`config.mk`:
```
export PLATFORM = sky130hd
export DESIGN_NAME = instruction_encoder
export DESIGN_NICKNAME = d
export VERILOG_FILES = /design/src/rtl/isa_pkg.sv /design/src/rtl/instr_field_packer.sv /design/src/rtl/instruction_encoder.sv
export SDC_FILE = /design/constraint.sdc
export NUM_CORES = 1
export LEC_CHECK = 0
export BUFFER_PORTS_ARGS = -buffer_cell sky130_fd_sc_hd__buf_2
export CAP_MARGIN = 5
export CORE_MARGIN = 4
export CORE_UTILIZATION = 49
export DETAILED_ROUTE_END_ITERATION = 10
export GPL_TIMING_DRIVEN = 1
export PLACE_DENSITY = 0.9
export SKIP_LAST_GASP = 1
export SLEW_MARGIN = 20
export SYNTH_ARGS = -nofsm -noshare
export SYNTH_HDL_FRONTEND = slang
export SYNTH_SLANG_ARGS = --single-unit
```
`constraint.sdc`:
```
create_clock -name clk -period 1.94 [get_ports clk]
set_input_delay 0.582 -clock clk [delete_from_list [all_inputs] [get_ports clk]]
set_output_delay 0.582 -clock clk [all_outputs]
set_load 0.02 [all_outputs]
```
`src/rtl/isa_pkg.sv`:
```
`default_nettype none
// ============================================================================
//  Module      : isa_pkg
//  Description : Shared instruction-set definitions: op enum, 17-bit opcode
//                patterns and instruction-word field positions. Imported by
//                both the encoder (producer) and the decode stage (consumer).
//  Revision    : 1.0 - initial release
// ============================================================================
package isa_pkg;

    // Symbolic operations as presented on the request interface
    typedef enum logic [2:0] {
        OP_LDI = 3'd0,
        OP_MOV = 3'd1,
        OP_CLR = 3'd2,
        OP_SET = 3'd3,
        OP_CPY = 3'd4,
        OP_ADD = 3'd5,
        OP_IDX = 3'd6,
        OP_ILL = 3'd7
    } op_e;

    // Fill-level state of the instruction memory loader
    typedef enum logic [1:0] {
        ST_EMPTY = 2'd0,
        ST_FILL  = 2'd1,
        ST_FULL  = 2'd2
    } fill_state_e;

    // Field bit positions within the 32-bit instruction word
    localparam int TARGET_MSB = 31;
    localparam int TARGET_LSB = 27;
    localparam int SRC_A_MSB  = 26;
    localparam int SRC_A_LSB  = 22;
    localparam int SRC_B_MSB  = 21;
    localparam int SRC_B_LSB  = 17;
    localparam int OPC_W      = 17;

    // Opcode patterns occupying bits [16:0]
    localparam logic [OPC_W-1:0] OPC_LDI = 17'b10000000010101010;
    localparam logic [OPC_W-1:0] OPC_MOV = 17'b10000001101010101;
    localparam logic [OPC_W-1:0] OPC_CLR = 17'b10000010011011011;
    localparam logic [OPC_W-1:0] OPC_SET = 17'b10000011111111111;
    localparam logic [OPC_W-1:0] OPC_CPY = 17'b10000100101101101;
    localparam logic [OPC_W-1:0] OPC_ADD = 17'b10000101101111100;
    localparam logic [OPC_W-1:0] OPC_IDX = 17'b10001011010101010;

endpackage : isa_pkg
`default_nettype wire

```
`src/rtl/instr_field_packer.sv`:
```
`default_nettype none
// ============================================================================
//  Module      : instr_field_packer
//  Description : Combinational packer mapping an op and its operand fields
//                to the masked 32-bit instruction word, plus a legal flag.
//  Revision    : 1.0 - initial release
// ============================================================================
module instr_field_packer
    import isa_pkg::*;
(
    input  logic [2:0]  op,
    input  logic [4:0]  target,
    input  logic [4:0]  src_a,
    input  logic [4:0]  src_b,
    output logic [31:0] word,
    output logic        legal
);

    logic [OPC_W-1:0] w_opcode;
    logic [4:0]       w_src_a;
    logic [4:0]       w_src_b;

    // Select opcode pattern and apply per-op operand masking
    always_comb begin
        w_opcode = '0;
        w_src_a  = src_a;
        w_src_b  = 5'd0;          // only ADD carries operand B
        legal    = 1'b1;
        case (op_e'(op))
            OP_LDI: w_opcode = OPC_LDI;
            OP_MOV: w_opcode = OPC_MOV;
            OP_CLR: begin
                w_opcode = OPC_CLR;
                w_src_a  = 5'd0;  // CLR has no operands at all
            end
            OP_SET: w_opcode = OPC_SET;
            OP_CPY: w_opcode = OPC_CPY;
            OP_ADD: begin
                w_opcode = OPC_ADD;
                w_src_b  = src_b;
            end
            OP_IDX: w_opcode = OPC_IDX;
            default: begin
                legal   = 1'b0;
                w_src_a = 5'd0;
            end
        endcase
        word = '0;
        word[TARGET_MSB:TARGET_LSB] = target;
        word[SRC_A_MSB:SRC_A_LSB]   = w_src_a;
        word[SRC_B_MSB:SRC_B_LSB]   = w_src_b;
        word[OPC_W-1:0]             = w_opcode;
    end

endmodule : instr_field_packer
`default_nettype wire

```
`src/rtl/instruction_encoder.sv`:
```
`default_nettype none
// ============================================================================
//  Module      : instruction_encoder
//  Description : Accepts symbolic instruction requests on a valid/ready
//                handshake, encodes them and writes them sequentially into
//                the instruction memory, tracking the fill level.
//  Revision    : 1.0 - initial release
// ============================================================================
module instruction_encoder
    import isa_pkg::*;
#(
    parameter int DEPTH = 32
) (
    input  logic        clk,
    input  logic        reset,
    input  logic        req_valid,
    output logic        req_ready,
    input  logic [2:0]  req_op,
    input  logic [4:0]  req_target,
    input  logic [4:0]  req_src_a,
    input  logic [4:0]  req_src_b,
    input  logic        flush,
    output logic        mem_we,
    output logic [4:0]  mem_addr,
    output logic [31:0] mem_wdata,
    output logic [5:0]  wr_count,
    output logic        full,
    output logic        err_illegal
);

    localparam logic [5:0] C_DEPTH      = 6'(DEPTH);
    localparam logic [5:0] C_DEPTH_LAST = 6'(DEPTH - 1);

    fill_state_e state;
    fill_state_e next_state;
    logic [4:0]  wp;
    logic [31:0] packed_word;
    logic        packed_legal;
    logic        accept;
    logic        write_ok;
    logic        last_slot;

    instr_field_packer u_packer (
        .op     (req_op),
        .target (req_target),
        .src_a  (req_src_a),
        .src_b  (req_src_b),
        .word   (packed_word),
        .legal  (packed_legal)
    );

    // Handshake depends only on state, flush and reset (never on req_valid)
    assign req_ready = (state != ST_FULL) && !flush && reset;
    assign full      = (state == ST_FULL);
    assign accept    = req_valid && req_ready;
    assign write_ok  = accept && packed_legal;
    assign last_slot = (wr_count == C_DEPTH_LAST);

    // Next-state logic for the fill-level FSM
    always_comb begin
        next_state = state;
        if (flush) begin
            next_state = ST_EMPTY;
        end else if (write_ok) begin
            next_state = last_slot ? ST_FULL : ST_FILL;
        end
    end

    // State register
    always_ff @(posedge clk) begin
        if (!reset) begin
            state <= ST_EMPTY;
        end else begin
            state <= next_state;
        end
    end

    // Write pointer, counter and registered memory-write outputs
    always_ff @(posedge clk) begin
        if (!reset) begin
            wp          <= 5'd0;
            wr_count    <= 6'd0;
            mem_we      <= 1'b0;
            mem_addr    <= 5'd0;
            mem_wdata   <= 32'd0;
            err_illegal <= 1'b0;
        end else begin
            mem_we      <= 1'b0;
            err_illegal <= 1'b0;
            if (flush) begin
                wp       <= 5'd0;
                wr_count <= 6'd0;
            end else if (write_ok) begin
                mem_we    <= 1'b1;
                mem_addr  <= wp;
                mem_wdata <= packed_word;
                wp        <= last_slot ? 5'd0 : wp + 5'd1;
                wr_count  <= wr_count + 6'd1;
            end else if (accept) begin
                err_illegal <= 1'b1;
            end
        end
    end

    // Fill count can never exceed the memory depth
    always_ff @(posedge clk) begin
        if (reset) begin
            assert (wr_count <= C_DEPTH);
        end
    end

endmodule : instruction_encoder
`default_nettype wire

```
== After elaboration in Yosys (flattened, before gate mapping) ==
Cells that the tools add are included.
Cells by class
  bitwise logic cells: 2
  reductions and logical operators: 11
  add/sub/neg operators: 2
  mux-type cells: 8
  equal/unequal tests: 9
Operators with widths (number)
  case mux 17 bit (7 select lines): 1
  two-way mux 5 bit: 3
  == test 3 bit (second input constant): 3
  OR reduction 7 bit: 1
  adder 6 x 1 -> 6 bit (second input constant): 1
  == test 3 x 2 -> 1 bit (second input constant): 2
  == test 6 x 5 -> 1 bit (second input constant): 1
  OR reduction 6 bit: 1
  adder 5 x 1 -> 5 bit (second input constant): 1
  logical AND 1 bit: 4
  == test 3 x 1 -> 1 bit (second input constant): 1
  zero test 3 bit: 1
  two-way mux 1 bit: 3
  OR reduction 3 bit: 1
  == test 2 bit (second input constant): 1
  two-way mux 2 bit: 1
  != test 2 bit (second input constant): 1
  inverter 1 bit: 2
  AND reduction 2 bit: 1
  OR reduction 2 bit: 1
  zero test 1 bit: 1
Word-level totals
  register bits: 52
  word-level logic and storage cells: 39

== Depth between registers and ports, before layout ==
Gate-level depths: netlist of the first run.
  word-level depth: 6
  depth in mapped cells: 8

== By module ==
Synthesis of the first run repeated with hierarchy kept, for this count alone.
Second synthesis, totals
  cells, all modules: 276
  area total of the unflattened synthesis: 2407.3 um2
Modules (own cells, without submodules)
  instruction_encoder: area an instance 2077.0 um2, cells an instance 231, instances 1
  instr_field_packer: area an instance 330.3 um2, cells an instance 45, instances 1

== Worst setup path after synthesis of the first run ==
No wires, ideal clock.
  kind: input to output
  start: input flush
  end: output req_ready
  stages: 2
  arrival: 1.058 ns
  path slack: 0.300 ns
  buffers on the path: 0
  cells stage by stage: nand2b_1 -> nor2_1
Between the ends
  word-level cells in the longest chain between the ends: 3
Ends and longest elaborated chain
  start, declared: RTL line instruction_encoder.sv:22  | input logic flush,
  zero test 1 bit: RTL line instruction_encoder.sv:53  | assign req_ready = (state != ST_FULL) && !flush && reset;
  logical AND 1 bit (2 in a row): RTL line instruction_encoder.sv:53
  end, declared: RTL line instruction_encoder.sv:17  | output logic req_ready,
No other way between the ends.

== Worst setup path in the final report of the first run ==
  start: register state[0]
  end: output req_ready
Between the ends
  word-level cells in the longest chain between the ends: 3
Ends and longest elaborated chain
  start, declared: RTL line instruction_encoder.sv:34  | fill_state_e state;
  start signal, assigned: RTL line instruction_encoder.sv:74  | state <= next_state;
  != test 2 bit: RTL line instruction_encoder.sv:53
  logical AND 1 bit (2 in a row): RTL line instruction_encoder.sv:53
No other way between the ends.

==> results.md, run 1 <==
- Global route overflow: 0
- Vias in the first global route: roughly 1,600
- XOR/XNOR share of the synthesized area: 1.82%
- Compound-cell area share of the yosys netlist: 15.6%
- RSZ-0062 raised after global routing: no
- Avg Inst Size Synth: 8.53 um^2
- Antenna violations before repair: 0
- Final Setup Violations: 0
- Layout cells sized above 1: 31.3%
- Drt pass-1 iters: 4
- Post-synthesis sequential area ratio: around 49%
- Port Buf Inserts: between 60 and 70
- Worst-path clk slew: ~0.08 ns
- CP peak stage delay: roughly 0.34 ns
- Worst hold endpoint: state[0]
- Worst rel slew slack: roughly 67%
- Multi-input gate area: between 800 and 900 um^2
- Outcome: completed
- Synth Cell Area: 1930 um^2
- Yosys warns: 0
- Startpoint Class: register
- Critical Path AT: approximately 1.3 ns
- Largest family of logic cells by synthesized area: simple AND/OR/NAND/NOR gates
- Cell Rows: 22
- Final Critical Period: 1.86 ns
- Vias/cell: 5.23
- WS Path Type: register to output port
- Final net count: 320
- Clk_lat worst skew: about 0.30 ns
- Commonest non-fill, non-tap cell in the layout: buf_2
- First-pass GRT wire length: 7.38 mm
- CTS max path bufs: 2
- Kind of end point of the critical path: output port
- FFs w/ async S/R, synth: 0%
- Initial Util: 51.5%
- Mux contribution to synthesized area: 1.56%
- Remaining DRCs: 0
- Adder-cell share of the synthesized area: 1.30%
- Gp weighted congestion: 0.854
- Worst path slowest cell: dfxtp_1
- GRT Total Usage: a little under a fifth
- Die Height: between 70 and 80 um
- Period utilisation layout: roughly 96%
- Overall power: 1.94 mW
- IO Pins: a little under 70
- Worst-path cell chain: nand2b_1 > inv_1 > nor2_1 > buf_2
- #FFs+latches synth: 47
- CTS Sinks: 47
- Dpl hpwl: 3.37 mm
- Vias: about 1,800
- Worst reg-to-reg setup slack: 0.34 ns
- Worst reg2reg path depth: 4
- Final wirelength: about 4.5 mm
- Class of the worst hold path: register to register
- Detail Route Antenna Nets: 0
- Most frequent cells in the layout: 65 x buf_2, 47 x dfxtp_1, 44 x nand2_1
- Worst path bufs/invs: 2
- LEAKAGE: 1.11 nW
- Initial detailed-routing violation count: 85
- Fill cell count: between 300 and 400
- CTS buffer count: 5
- Final setup TNS: 0 ns
- Cell family with most CP delay: simple AND/OR/NAND/NOR gates
- Reg area: 941 um^2
- Clk root buf: clkbuf_8
- Final hold slack: 0.449 ns
- Worst hold path stage count: 2
- Pwr per Cell Area: between 700 and 800 nW/um^2
- H-tree Lvls: 2
- Highest clock rate: 538 MHz
- Final hold violation count: 0
- Critical path required time: 1.36 ns
- Pin count of the biggest net entering global routing: 17
- EDFF count, synth: 0
- Synth Instances: 226
- VDD IR max: 563 uV
- Clk_skew: 0.00365 ns
- Core area: 3740 um^2
- Post-Synth Simple-Gate Area: 23.3%
- R2R Path End: wp[1]
- Final slew viol count: 0
- Critical path peak fanout: 6
- Worst R2R Start: wr_count[0]
- Die width: 70.7 um
- Layout area overhead: 26.5%
- Max Cap Viol: 0
- Top FF cell, synth: dfxtp_1
- Die area: approximately 5000 um^2
- Post-CTS Setup Repair Bufs: 0
- TritonCTS clock tree: done
- Post_cts resized: 0
- Wire length per cell after detailed routing: 13.1 um
- Worst Tran Pin Value: between 0.4 and 0.5 ns
- Ant. Diodes: 0
- Hold Startpoint: state[0]
- Netlist cell types: 41
- Hold Buf Count CTS: 0
[flip-flops by register name (all words and copies together), names as in the netlist]
signal,count
err_illegal,1
mem_addr,5
mem_wdata,27
mem_we,1
state,2
wp,5
wr_count,6
[power breakdown]
part | switching [mW] | total [mW] | internal [mW]
Sequential | 0.0132 | 0.999 | 0.986
Clock | 0.316 | 0.733 | 0.417
Combinational | 0.126 | 0.206 | 0.0807
Total | 0.455 | 1.94 | 1.48
[worst reg2reg max path, cell delays in order (launching register included)]
cell,delay (ns)
dfxtp_1,0.42
ha_1,0.22
or3b_1,0.42
and2_1,0.21
a22o_1,0.23
[logic make-up (layout without fill, tap and decap cells)]
family / Yosys count / count (layout)
and+or+nand+nor: 95 / 95
AOI/OAI and AO/OA: 50 / 50
DFF: 47 / 47
buffers and inverters: 24 / 93
xor gates and xnor gates: 4 / 4
muxes: 3 / 3
adders and majority gates: 2 / 2
other: 1 / 3
[per-stage QoR]
step | worst slack (ns) | util (%) | area (um^2) | cells
6_report | 0.0817 | 65.2 | 2440 | 345
5_1_grt | 0.00169 | 65.2 | 2440 | 345
4_1_cts | 0.0802 | 65.2 | 2440 | 345
3_5_place_dp | 0.0822 | 62.0 | 2320 | 337
3_3_place_gp | 0.126 | 62.0 | 2320 | 337
2_1_floorplan | 0.300 | - | 1940 | 228
[per-layer routing]
layer / share of wire, % / wire length (um) / track usage [%]
met1: 43 / 1950 / 22.5
met3: 6.8 / 308 / 5.40
met4: 1.3 / 58 / 5.43
met2: 49 / 2190 / 30.2
met5: 0 / 0 / 0
[synth_stat cells, types with 3 or more instances]
library cell | number | share of area (%)
buf_6 | 3 | 1.8
a22o_1 | 3 | 1.4
mux2i_1 | 3 | 1.6
nand4_1 | 6 | 1.9
nand2_1 | 44 | 8.6
o21ai_0 | 7 | 1.8
and2_1 | 3 | 0.97
xnor2_1 | 3 | 1.4
buf_4 | 7 | 2.7
inv_1 | 4 | 0.78
clkbuf_1 | 6 | 1.2
nor2b_1 | 3 | 0.97
nor2_1 | 15 | 2.9
buf_2 | 3 | 0.78
nand3_1 | 13 | 3.4
a21oi_1 | 28 | 7.3
dfxtp_1 | 47 | 49
[area by class of cell]
cell class | instances | share of cell area, %
repair buffers | 80 | 18.5
inverters | 5 | 0.769
clock buffers | 6 | 3.38
multi-input cells | 157 | 34.9
well taps | 48 | 2.46
flip-flops and latches | 47 | 38.6
clock inverters | 2 | 1.44
[worst max path at each step]
stage                     startpoint            end  slack, ns  cells past startpoint
final                       state[0]      req_ready       0.08                      4
after global routing        state[0]      req_ready      0.002                      4
after CTS                   state[0]      req_ready       0.08                      4
after detailed placement       flush  mem_wdata[25]       0.08                      7
after global placement         flush  mem_wdata[23]       0.13                      7
after floorplan                flush      req_ready       0.30                      2
Power figures use the tool's default switching activity.
==> run 2: changes to the inputs <==
--- a/config.mk
+++ b/config.mk
@@ -6,7 +6,7 @@
 export NUM_CORES = 1
 export LEC_CHECK = 0
 export BUFFER_PORTS_ARGS = -buffer_cell sky130_fd_sc_hd__buf_2
-export CAP_MARGIN = 5
+export CAP_MARGIN = 10
 export CORE_MARGIN = 4
 export CORE_UTILIZATION = 49
 export DETAILED_ROUTE_END_ITERATION = 10
==> constraint.sdc (replaced) <==
create_clock -name clk -period 2 [get_ports clk]
set_input_delay 0.6 -clock clk [delete_from_list [all_inputs] [get_ports clk]]
set_output_delay 0.6 -clock clk [all_outputs]
set_load 0.02 [all_outputs]
==> run 2 against run 1 <==
  * First-iteration DRC count is 5.9% lower
  * Wire length shrank 3.4%
  * Non-clock buffer count unchanged
  * Largest cell class unchanged
  * Highest routed layer unchanged
  * Via count up 0.39%
  * Sequential cell count did not move
  * Final area down 0.51%
  * Total power fell by 3.2%
  * Sequential share of layout area is 0.20 points higher
  * Register-to-register slack improved by 0.04 ns
  * Worst setup slack improved by 0.054 ns
==> results.md, run 2 (synthesis results as in run 1) <==
- CTS buffer count: 5 (unchanged)
- Final setup TNS: 0 ns (unchanged)
- Commonest non-fill, non-tap cell in the layout: buf_2
- Vias/cell: 5.25 (+0.39%)
- Ant. Diodes: 0 (unchanged)
- Cell Rows: 22 (unchanged)
- Worst reg2reg path depth: 4 (unchanged)
- CTS Sinks: 47 (unchanged)
- Initial detailed-routing violation count: 80 (-5.9%)
- Die Height: 70.7 um (unchanged)
- Outcome: completed
- Pre-CTS WS: 0.0730 ns (-0.00915 ns)
- RSZ-0062 raised after global routing: no
- Final wirelength: 4.35 mm (-3.4%)
- Worst-path cell chain: nand2b_1 > inv_1 > nor2_1 > buf_2
- Clk_skew: 0.00693 ns (+0.00328 ns)
- CP peak stage delay: 0.34 ns (about the same)
- Worst R2R Start: wr_count[0]
- Global route overflow: 0 (unchanged)
- Pwr per Cell Area: 773 nW/um^2 (-2.7%)
- Clk_lat worst skew: 0.30 ns (about the same)
- CTS max path bufs: 2 (unchanged)
- VDD IR max: 473 uV (-16%)
- Max Cap Viol: 0 (unchanged)
- IO Pins: 69 (unchanged)
- Final slew viol count: 0 (unchanged)
- Critical path peak fanout: 6 (unchanged)
- Critical path required time: 1.40 ns (+0.04 ns)
- Fin util: 64.8% (-0.33 points)
- Wire length per cell after detailed routing: 12.6 um (-3.4%)
- Port Buf Inserts: 65 (unchanged)
- Number of flip-flops in the largest register: 27 (unchanged)
- Antenna violations before repair: 0 (unchanged)
- Period utilisation layout: ~93%
- Remaining DRCs: 0 (unchanged)
- TritonCTS clock tree: done
- Die width: 70.7 um (unchanged)
- Worst-path clk slew: 0.09 ns (about the same)
- Class of the worst hold path: register to register
- Layout cells sized above 1: 31.3% (unchanged)
- Final hold violation count: 0 (unchanged)
- Clk root buf: clkbuf_8
- Gp weighted congestion: 0.867 (+1.5%)
- Detail Route Antenna Nets: 0 (unchanged)
- Initial Util: 51.5% (unchanged)
- Die area: 5000 um^2 (unchanged)
- Pin count of the biggest net entering global routing: 23 (+6)
- Vias: 1,812 (+0.39%)
- Layout area overhead: 25.9%
- Kind of end point of the critical path: output port
- Registers with the most flip-flops: mem_wdata x27, wr_count x6
- Final Critical Period: 1.86 ns
- Vias in the first global route: 1,643 (-0.12%)
- Highest clock rate: 536 MHz
- First-pass GRT wire length: 7.50 mm (+1.7%)
- Largest Register: mem_wdata
- Final Setup Violations: 0 (unchanged)
- LEAKAGE: 1.10 nW (-0.20%)
- R2R Path End: wp[1]
- Worst reg-to-reg setup slack: 0.38 ns (+0.04 ns)
- Dpl hpwl: 3.27 mm (-3.2%)
- Worst hold path stage count: 2 (unchanged)
- Worst hold endpoint: mem_wdata[24]
- Hold Startpoint: mem_wdata[24]
- Drt pass-1 iters: 4 (unchanged)
- WS Path Type: register to output port
- Final net count: 320 (unchanged)
- Post-CTS Setup Repair Bufs: 0 (unchanged)
- Most frequent cells in the layout: 65 x buf_2, 47 x dfxtp_1, 44 x nand2_1
- Setup ws final: 0.136 ns (+0.0540 ns)
- H-tree Lvls: 2 (unchanged)
- Core area: 3740 um^2 (unchanged)
- Startpoint Class: register
- Worst path slowest cell: dfxtp_1
- Post_cts resized: 0 (unchanged)
- Final Cell Area: 2430 um^2 (-0.51%)
- GRT Total Usage: 18.2% (+0.11 points)
- Post-DP Area: 2310 um^2 (-0.54%)
- Critical Path AT: 1.26 ns (-0.02 ns)
- Hold Buf Count CTS: 0 (unchanged)
[run 2: cell count changes in the layout (fill, tap and decap cells not counted)]
cell    change
buf_12      -1
buf_4       +1
[run 2: metal layers]
| metal | wire, um | vias to the layer above | share of wire, % | track usage (%) |
|---|---|---|---|---|
| met5 | 0 | - | 0 | 0 |
| met4 | 51 | 0 | 1.2 | 6.89 |
| met3 | 327 | 7 | 7.5 | 3.13 |
| met2 | 2160 | 74 | 50 | 28.4 |
| met1 | 1810 | 828 | 42 | 25.1 |
| li1 | - | 903 | - | - |
[run 2: cell type report]
class                           count  area [um^2]
Fill cell                         340         1320
Sequential cell                    47          941
Multi-Input combinational cell    157          852
Timing Repair Buffer               80          438
Clock buffer                        6         82.6
Tap cell                           48         60.1
Clock inverter                      2         35.0
Inverter                            5         18.8
[run 2: worst max-delay path, delay by kind of cell, from the launching register on]
family	cells	cell delay, ns
simple gates	2	0.37
buf+inv	2	0.26
flops	1	0.34
[run 2: power breakdown]
part	internal [mW]	switching [mW]	leakage, nW
clock	0.404	0.306	0.0612
sequential	0.957	0.0128	0.381
combinational	0.0760	0.120	0.662
total	1.44	0.439	1.10
[run 2: worst max-delay path by stage]
stage                         from           end  slack, ns  cells after the start
after global placement       flush  mem_wdata[7]       0.12                      6
after CTS                 state[0]     req_ready       0.12                      4
after detailed placement     flush  mem_wdata[7]       0.07                      6
final                     state[0]     req_ready       0.14                      4
after global routing      state[0]     req_ready       0.02                      4
after floorplan              flush     req_ready       0.32                      2
[run 2: through the flow]
stage          hold slack (ns)  instances  power (mW)
6_report                 0.454        345        1.88
5_1_grt                  0.479        345        1.96
4_1_cts                  0.456        345        1.90
3_5_place_dp             0.444        337        1.19
3_3_place_gp             0.431        337        1.18
2_1_floorplan            0.414        228        1.12
==> run 3: changes to the inputs <==
--- a/config.mk
+++ b/config.mk
@@ -11,7 +11,7 @@
 export CORE_UTILIZATION = 49
 export DETAILED_ROUTE_END_ITERATION = 10
 export GPL_TIMING_DRIVEN = 1
-export PLACE_DENSITY = 0.9
+export PLACE_DENSITY_LB_ADDON = 0.15
 export SKIP_LAST_GASP = 1
 export SLEW_MARGIN = 20
 export SYNTH_ARGS = -nofsm -noshare
==> run 3 against run 2 <==
  * Total power is 5.0% higher
  * Via count is 4.5% lower
  * Critical path type unchanged
  * Sequential share of layout area hardly changed
  * Non-clock buffer count is 4 lower
  * Count of clock-buffer cells in the layout stayed put
  * Critical endpoint unchanged
  * Maximum frequency is 1.5% higher
  * Clock power is 13% higher
==> results.md, run 3 (synthesis results as in run 1) <==
- Gp weighted congestion: 0.825 (-4.9%)
- RSZ-0062 raised after global routing: no
- Initial Util: 51.5% (unchanged)
- First-pass GRT wire length: 7.45 mm (-0.73%)
- H-tree Lvls: 2 (unchanged)
- Number of flip-flops in the largest register: 27 (unchanged)
- Worst reg-to-reg setup slack: 0.39 ns (about the same)
- Post-CTS Setup Repair Bufs: 0 (unchanged)
- Clk_skew: 0.00707 ns (+0.000144 ns)
- Final wirelength: 4.38 mm (+0.69%)
- GRT Total Usage: 18.2% (-0.035 points)
- Fill cell count: 346 (+1.8%)
- Clk root buf: clkbuf_8
- Largest Register: mem_wdata
- VDD IR max: 690 uV (+46%)
- Registers with the most flip-flops: mem_wdata x27, wr_count x6
- Max Cap Viol: 0 (unchanged)
- CTS buffer count: 5 (unchanged)
- Reg area: 941 um^2 (unchanged)
- Pwr per Cell Area: 812 nW/um^2 (+5.1%)
- Critical path peak fanout: 6 (unchanged)
- Layout area overhead: 25.8%
- Final net count: 316 (-1.3%)
- Highest clock rate: 544 MHz (+1.5%)
- Die width: 70.7 um (unchanged)
- Clk_lat worst skew: 0.30 ns (about the same)
- CTS max path bufs: 2 (unchanged)
- Cell Rows: 22 (unchanged)
- Vias in the first global route: 1,654 (+0.67%)
- Kind of end point of the critical path: output port
- Final Critical Period: 1.84 ns (-0.0268 ns)
- Post-DP Area: 2290 um^2 (-0.76%)
- Final hold violation count: 0 (unchanged)
- Outcome: completed
- Multi-input gate area: 852 um^2 (unchanged)
- Drt pass-1 iters: 4 (unchanged)
- Die Height: 70.7 um (unchanged)
- Class of the worst hold path: register to register
- Final Setup Violations: 0 (unchanged)
- Vias/cell: 5.08 (-3.3%)
- Pin count of the biggest net entering global routing: 31 (+35%)
- Remaining DRCs: 0 (unchanged)
- Vias: 1,731 (-4.5%)
- TritonCTS clock tree: done
- Hold Buf Count CTS: 0 (unchanged)
- Final setup TNS: 0 ns (unchanged)
- Period utilisation layout: 91.9% (-1.3 points)
- Most frequent cells in the layout: 65 x buf_2, 47 x dfxtp_1, 44 x nand2_1
- Layout cells sized above 1: 30.0% (-1.3 points)
- Critical Path AT: 1.24 ns (-0.02 ns)
- Worst-path clk slew: 0.08 ns (about the same)
- Initial detailed-routing violation count: 121 (+51%)
- Core area: 3740 um^2 (unchanged)
- IO Pins: 69 (unchanged)
- Critical path required time: 1.40 ns (about the same)
- Ant. Diodes: 0 (unchanged)
- Global route overflow: 0 (unchanged)
- Final Cell Area: 2420 um^2 (-0.10%)
- Final slew viol count: 0 (unchanged)
- CTS Sinks: 47 (unchanged)
- Final hold slack: 0.449 ns (-0.00532 ns)
- Commonest non-fill, non-tap cell in the layout: buf_2
- WS Path Type: register to output port
- Detail Route Antenna Nets: 0 (unchanged)
- Antenna violations before repair: 0 (unchanged)
- LEAKAGE: 1.09 nW (-1.2%)
- Startpoint Class: register
- Port Buf Inserts: 65 (unchanged)
- Dpl hpwl: 3.15 mm (-3.5%)
- Wire length per cell after detailed routing: 12.8 um (+1.9%)
- Die area: 5000 um^2 (unchanged)
- Post_cts resized: 0 (unchanged)
[run 3: cell count changes in the layout (fill, tap and decap cells not counted)]
cell / delta
clkbuf_1: +1
buf_12: +1
buf_4: -5
clkbuf_8: -1
clkinv_2: -1
bufinv_16: +1
[run 3: critical path: stages (launching register included)]
cell and delay, ns:
dfxtp_1 0.33, nand2b_1 0.26, inv_1 0.09, nor2_1 0.10, buf_2 0.16
[run 3: metal layers]
| layer | global-route usage, % | wire (um) |
|---|---|---|
| met5 | 0 | 0 |
| met4 | 6.68 | 65 |
| met3 | 4.26 | 279 |
| met2 | 30.6 | 2090 |
| met1 | 22.6 | 1950 |
[run 3: cell type report]
class                           instances  area share, %
Tap cell                               48           2.48
Inverter                                5          0.774
Timing Repair Buffer                   76           17.3
Multi-Input combinational cell        157           35.1
Clock inverter                          2           2.48
Sequential cell                        47           38.8
Clock buffer                            6           2.99
[run 3: final timing paths]
path,from,endpoint,cells past startpoint
max,state[0],req_ready,4
min,state[0],state[0],2
max reg2reg,wr_count[0],wp[1],4
min reg2reg,state[0],state[0],2
[run 3: power by group]
| group | internal, mW | total (mW) | leakage [nW] | switching, mW |
|---|---|---|---|---|
| sequential | 0.957 | 0.969 | 0.381 | 0.0123 |
| clock | 0.499 | 0.804 | 0.0654 | 0.305 |
| combinational | 0.0746 | 0.196 | 0.645 | 0.122 |
| total | 1.53 | 1.97 | 1.09 | 0.439 |
[run 3: metrics by stage]
stage          setup WS, ns  std cells  utilization [%]  power, mW
3_5_place_dp          0.177        333             61.2       1.19
3_3_place_gp          0.190        333             61.2       1.19
2_1_floorplan         0.324        228                -       1.12
5_1_grt              0.0520        341             64.8       2.05
6_report              0.163        341             64.8       1.97
4_1_cts               0.140        341             64.8       1.99
